**src/rtl/word_serializer.sv**
```systemverilog
// Parallel-in/serial-out transmitter with valid/ready intake, per-bit shift strobe
// for a left-shifting SIPO receiver, gapless back-to-back words and synchronous abort.
module word_serializer #(
  parameter int WIDTH        = 32,
  parameter int CLKS_PER_BIT = 1,
  parameter int MSB_FIRST    = 1
) (
  input  logic             clock,
  input  logic             reset_L,
  input  logic [WIDTH-1:0] data_in,
  input  logic             in_valid,
  output logic             in_ready,
  input  logic             abort,
  output logic             serial_out,
  output logic             shift_en,
  output logic             busy,
  output logic             word_done
);

  localparam int BW = $clog2(WIDTH);
  localparam int DW = (CLKS_PER_BIT > 1) ? $clog2(CLKS_PER_BIT) : 1;

  typedef enum logic {
    IDLE,
    SHIFT
  } state_t;

  state_t           state_q;
  logic [WIDTH-1:0] shreg_q;
  logic [BW-1:0]    bit_cnt_q;
  logic [DW-1:0]    div_cnt_q;

  logic in_shift;
  logic final_bit;
  logic accept;

  always_comb begin
    in_shift   = (state_q == SHIFT);
    shift_en   = in_shift && (div_cnt_q == DW'(CLKS_PER_BIT - 1));
    final_bit  = shift_en && (bit_cnt_q == BW'(WIDTH - 1));
    // reset_L gating holds in_ready low while reset is asserted.
    in_ready   = reset_L && !abort && (!in_shift || final_bit);
    accept     = in_valid && in_ready;
    word_done  = final_bit && !abort;
    busy       = in_shift;
    serial_out = in_shift && ((MSB_FIRST != 0) ? shreg_q[WIDTH-1] : shreg_q[0]);
  end

  always_ff @(posedge clock or negedge reset_L) begin
    if (!reset_L) begin
      state_q   <= IDLE;
      shreg_q   <= '0;
      bit_cnt_q <= '0;
      div_cnt_q <= '0;
    end else if (in_shift && abort) begin
      state_q   <= IDLE;
      shreg_q   <= '0;
      bit_cnt_q <= '0;
      div_cnt_q <= '0;
    end else if (accept) begin
      state_q   <= SHIFT;
      shreg_q   <= data_in;
      bit_cnt_q <= '0;
      div_cnt_q <= '0;
    end else if (in_shift) begin
      if (final_bit) begin
        state_q   <= IDLE;
        bit_cnt_q <= '0;
        div_cnt_q <= '0;
      end else if (shift_en) begin
        if (MSB_FIRST != 0) shreg_q <= {shreg_q[WIDTH-2:0], 1'b0};
        else                shreg_q <= {1'b0, shreg_q[WIDTH-1:1]};
        bit_cnt_q <= bit_cnt_q + BW'(1);
        div_cnt_q <= '0;
      end else begin
        div_cnt_q <= div_cnt_q + DW'(1);
      end
    end
  end

endmodule

```
**config.mk**
```make
export PLATFORM = sky130hd
export DESIGN_NAME = word_serializer
export DESIGN_NICKNAME = d
export VERILOG_FILES = /design/src/rtl/word_serializer.sv
export SDC_FILE = /design/constraint.sdc
export NUM_CORES = 1
export LEC_CHECK = 0
export CAP_MARGIN = 20
export CORE_MARGIN = 2
export CORE_UTILIZATION = 40
export DETAILED_ROUTE_END_ITERATION = 10
export PLACE_DENSITY = 0.64
export SLEW_MARGIN = 25
export SYNTH_ARGS = -nofsm -noshare
export SYNTH_HDL_FRONTEND = slang
export SYNTH_SLANG_ARGS = --single-unit
```
**constraint.sdc**
```tcl
create_clock -name clock -period 4.74 [get_ports clock]
set_clock_uncertainty 0.2 [all_clocks]
set_input_delay 0.711 -clock clock [delete_from_list [all_inputs] [get_ports clock]]
set_output_delay 0.711 -clock clock [all_outputs]
set_load 0.005 [all_outputs]
```
# Word level (Yosys, flattened, before mapping)
# Cells that the tools add are included.
# totals
reg_bits,39
inputBits,36
output_inout_bits,5
wordCells,44
# classes
n_addsub,2
eq_ne,2
muxes,19
bitwise,1
reduce_logical,16
# op_table
operator,count
32-bit 2-to-1 mux,5
5-bit 2-to-1 mux,5
1-bit 2-to-1 mux,9
1-bit logical AND,8
3-bit nonzero test,2
"5-bit by 1-bit adder with 5-bit output, second input constant",1
"5-bit equality test, second input constant",1
4-bit nonzero test,1
"3-bit by 1-bit != test with 1-bit output, second input constant",1
3-bit AND reduction,1
1-bit zero test,2
2-bit AND reduction,1
"1-bit adder, second input constant",1
1-bit logical OR,1
1-bit NOT,1

# Depth between registers and ports, before layout
# logic_depth
ltp_word,8
mapped_depth,8
ltp_nobuf,7

# Worst setup path after synthesis
# OpenSTA, ideal clock, no wires.
# synth_timing
kind,reg2out
startpoint,register bit_cnt_q[0]
endpoint,output in_ready
arrival_time_ns,1.280
required_time_ns,3.829
path_slack_ns,2.549
path_stages_with_launch,7
n_path_buf,0
path_cell_list,dfrtp_1 > ha_1 > and3_1 > ha_1 > nand2b_1 > and2_1 > nor2_1
# synth_between
elab_chain_cells,4
# synth_lines
item,line_no,text
"start, declared",30,logic [BW-1:0] bit_cnt_q;
"start signal, assigned",73,bit_cnt_q <= bit_cnt_q + BW'(1);
5-bit equality test,40,final_bit = shift_en && (bit_cnt_q == BW'(WIDTH - 1));
1-bit logical AND,40,
1-bit logical OR,42,in_ready = reset_L && !abort && (!in_shift || final_bit);
1-bit logical AND,42,
"end, declared",12,"output logic in_ready,"
# No other way between the ends.

# Final worst setup path
# Same ends and word-level chain as after synthesis.

==> run_results.csv <==
group,metric,value,unit
run_status,status,"finished clean",
synth,ys.flop_type,"dfrtp_1",
global_route,grt_pass1_wl,6451,um
detailed_routing,ant_nets,0,
setup_path,worstSetupStartpoint,"bit_cnt_q[0]",
final_layout,diodes,0,
detailed_routing,via_per_inst,5.188,
clock_network,clk_pin_slew,0.07,ns
floorplan,io_pins,41,
final_layout,syn_to_final_growth,27.72,%
setup_path,cp.required,3.83,ns
setup_path,worst-path-buf-inv,1,
floorplan,fp.coreArea,4444,um2
power,ir_drop,0.0002588,V
detailed_routing,dr.pass1.iters,6,
setup_path,cpPeakStageDelay,0.51,ns
synth,ys_ff_latch,39,
synth,ys_seq_area_share,51.72,%
global_route,track_usage,15.95,%
setup_path,crit_fanout,4,
timing,timing.final.hold_violations,0,
timing,setup_slack,1.606,ns
global_route,grt_overflow,0,
synth,netlist.top_cell.by_area,"dfrtp_1",
final_layout,final_layout_size_suffix_gt1_share,5.333,%
setup_path,start_kind,"register",
clock_network,hold_buffers,0,
setup_path,critPathKind,"register to output pin",
place,numPortBuffers,40,
setup_path,setup.worst_path.end_class,"output pin",
detailed_routing,drt-initial-drc-count,85,
synth,netlist_instances,185,
detailed_routing,post_drt_wl_per_cell,14.33,um
global_route,grt_pass1_vias,1394,
synth,syn-mean-instance-area,10.20,um2
synth,yosys.cell_count.top_type,"dfrtp_1",
clock_network,cts_buffer_depth,2,
job,cap_viol_max_count,0,
clock_network,cts_setup_buffers,0,
floorplan,rows,24,
setup_path,path_cells,"ha_1 > and3_1 > ha_1 > nand2b_1 > and2_1 > nor2_1 > clkdlybuf4s50_1",
timing,finalSetupViolCount,0,
detailed_routing,wirelength,3969,um
clock_network,cts_buffers,5,
global_route,antenna_found_initial,0,
synth,synth_edf_count,0,
power,leakage,0.001045,uW
synth,ys_types,26,
timing,tightestPinTransition,0.9020,ns
detailed_routing,drc_errors,0,
timing,tns,0,ns
timing,rsz0062_at_grt,"false",
setup_path,cpMaxStageDelayCell,"clkdlybuf4s50_1",
worst_hold_path,hp-class,"input port to async pin",
floorplan,start_util,42.45,%
power,power_density,456.2,nW/um2
clock_network,clkLatencyLatePin,0.28,ns
synth,synth_area,1887,um2
timing,finalMaxSlewViolations,0,
synth,synth_area_leaders,"dfrtp_1, mux2i_1, nand2_1",
synth,synth_top_area_share,51.72,%
place,place_ws,1.642,ns
synth,syn_nets,223,
clock_network,cts_sinks,39,
floorplan,die_area,5282,um2
clock_network,ctsResizeCount,0,
clock_network,tritoncts,"built",
place,gp_congestion,0.7640,
setup_path,crit_family,"simple AND/OR/NAND/NOR gates",
power,power,1099,uW
setup_path,worstPathArrival,2.22,ns
timing,relSlewSlack,39.87,%
floorplan,die_h,72.68,um
clock_network,htree_levels,2,
place,hpwl,2703,um
synth,synth_warnings,0,
timing,finalCritPeriodShare,66.12,%
final_layout,fillers,385,
synth,async_flop_share,100.0,%
timing,period_needed,3.134,ns
synth,synthTopCellsByCount,"dfrtp_1, nand2_1, mux2i_1",
final_layout,final_nets,262,
setup_path,r2r_start,"bit_cnt_q[0]",
detailed_routing,vias,1437,
setup_path,critPathMostFrequentCell,"ha_1",
timing,fmax,319.1,MHz
clock_network,root_buffer,"clkbuf_8",
global_route,grt_start_max_net_pins,42,
floorplan,fp.dieW,72.68,um
==> power breakdown <==
| group | leakage (uW) | internal (uW) | total, uW | switching, uW |
|---|---|---|---|---|
| logic | 0.000484 | 197 | 395 | 198 |
| registers | 0.000519 | 429 | 494 | 65.6 |
| clock network | 0.0000422 | 103 | 210 | 107 |
| total | 0.00105 | 729 | 1100 | 371 |
==> layout make-up <==
class                   count  area [um2]  area share, %
flip-flops and latches     39       975.9          40.50
multi-input cells         132       845.8          35.10
repair buffers             43       430.4          17.86
clock buffers               7       76.32          3.167
well taps                  52       65.06          2.700
inverters                   3       11.26         0.4673
clock inverters             1       5.005         0.2077
==> final timing paths <==
check	to	slack (ns)	cells past startpoint
setup / recovery	in_ready	1.61	7
hold / removal	bit_cnt_q[1]	0.27	2
setup reg to reg	shreg_q[26]	2.01	7
hold reg to reg	bit_cnt_q[4]	0.33	2
max in group asynchronous	shreg_q[26]	3.71	2
min in group clock	bit_cnt_q[4]	0.33	2
==> metrics by stage <==
stage / std cells / util (%) / hold WS [ns] / instance area [um2]
6_report: 277 / 54.22 / 0.2722 / 2410
5_1_grt: 277 / 54.22 / 0.3238 / 2410
4_1_cts: 277 / 54.22 / 0.2968 / 2410
3_5_place_dp: 269 / 52.39 / 0.2917 / 2328
3_3_place_gp: 268 / 51.94 / 0.2804 / 2308
2_1_floorplan: 185 / - / 0.2154 / 1887
==> cells by family after synthesis <==
group / synth area share, %
mux: 16.45
simple gates: 13.53
compound gates: 11.74
buf+inv: 3.846
xor+xnor: 1.393
flops: 51.72
fa+ha+maj: 1.326
==> layout by cell type (no fill, tap or decap), drive strengths merged <==
master         netlist  layout
mux2i               31      31
o31ai                1       1
nor2b                1       1
a31oi                2       2
o21a                 1       1
clkinv               0       1
buf                 10       4
a211oi               1       1
nor3b                2       2
clkdlybuf4s50        0      39
nor2                 5       5
dfrtp               39      39
clkbuf               1       7
o21ai               33      33
inv                  3       3
and3                 2       2
nand2               38      38
xnor2                3       3
o2bb2ai              1       1
nand2b               3       3
ha                   2       2
and2                 2       2
nand4bb              1       1
a21o                 1       1
nand3                2       2
==> worst register-to-register path, delay by kind of cell, from the launching register on <==
family	cells	cell delay, ns
compound gates	3	1.23
fa+ha+maj	2	0.43
flops	1	0.39
simple gates	2	0.31
==> flip-flops by register name, summed over array words and instances, names as in the netlist <==
signal,count
bit_cnt_q,5
shreg_q,32
div_cnt_q,1
busy,1
==> layer usage <==
layer | vias to the layer above | GRT usage, % | routed length [um]
met1 | 687 | 20.59 | 1868
li1 | 708 | - | -
met3 | 5 | 3.177 | 192
met2 | 37 | 26.16 | 1852
met5 | - | 0 | 0
met4 | 0 | 6.790 | 56
Note: power is estimated with default switching activity, not from simulation.
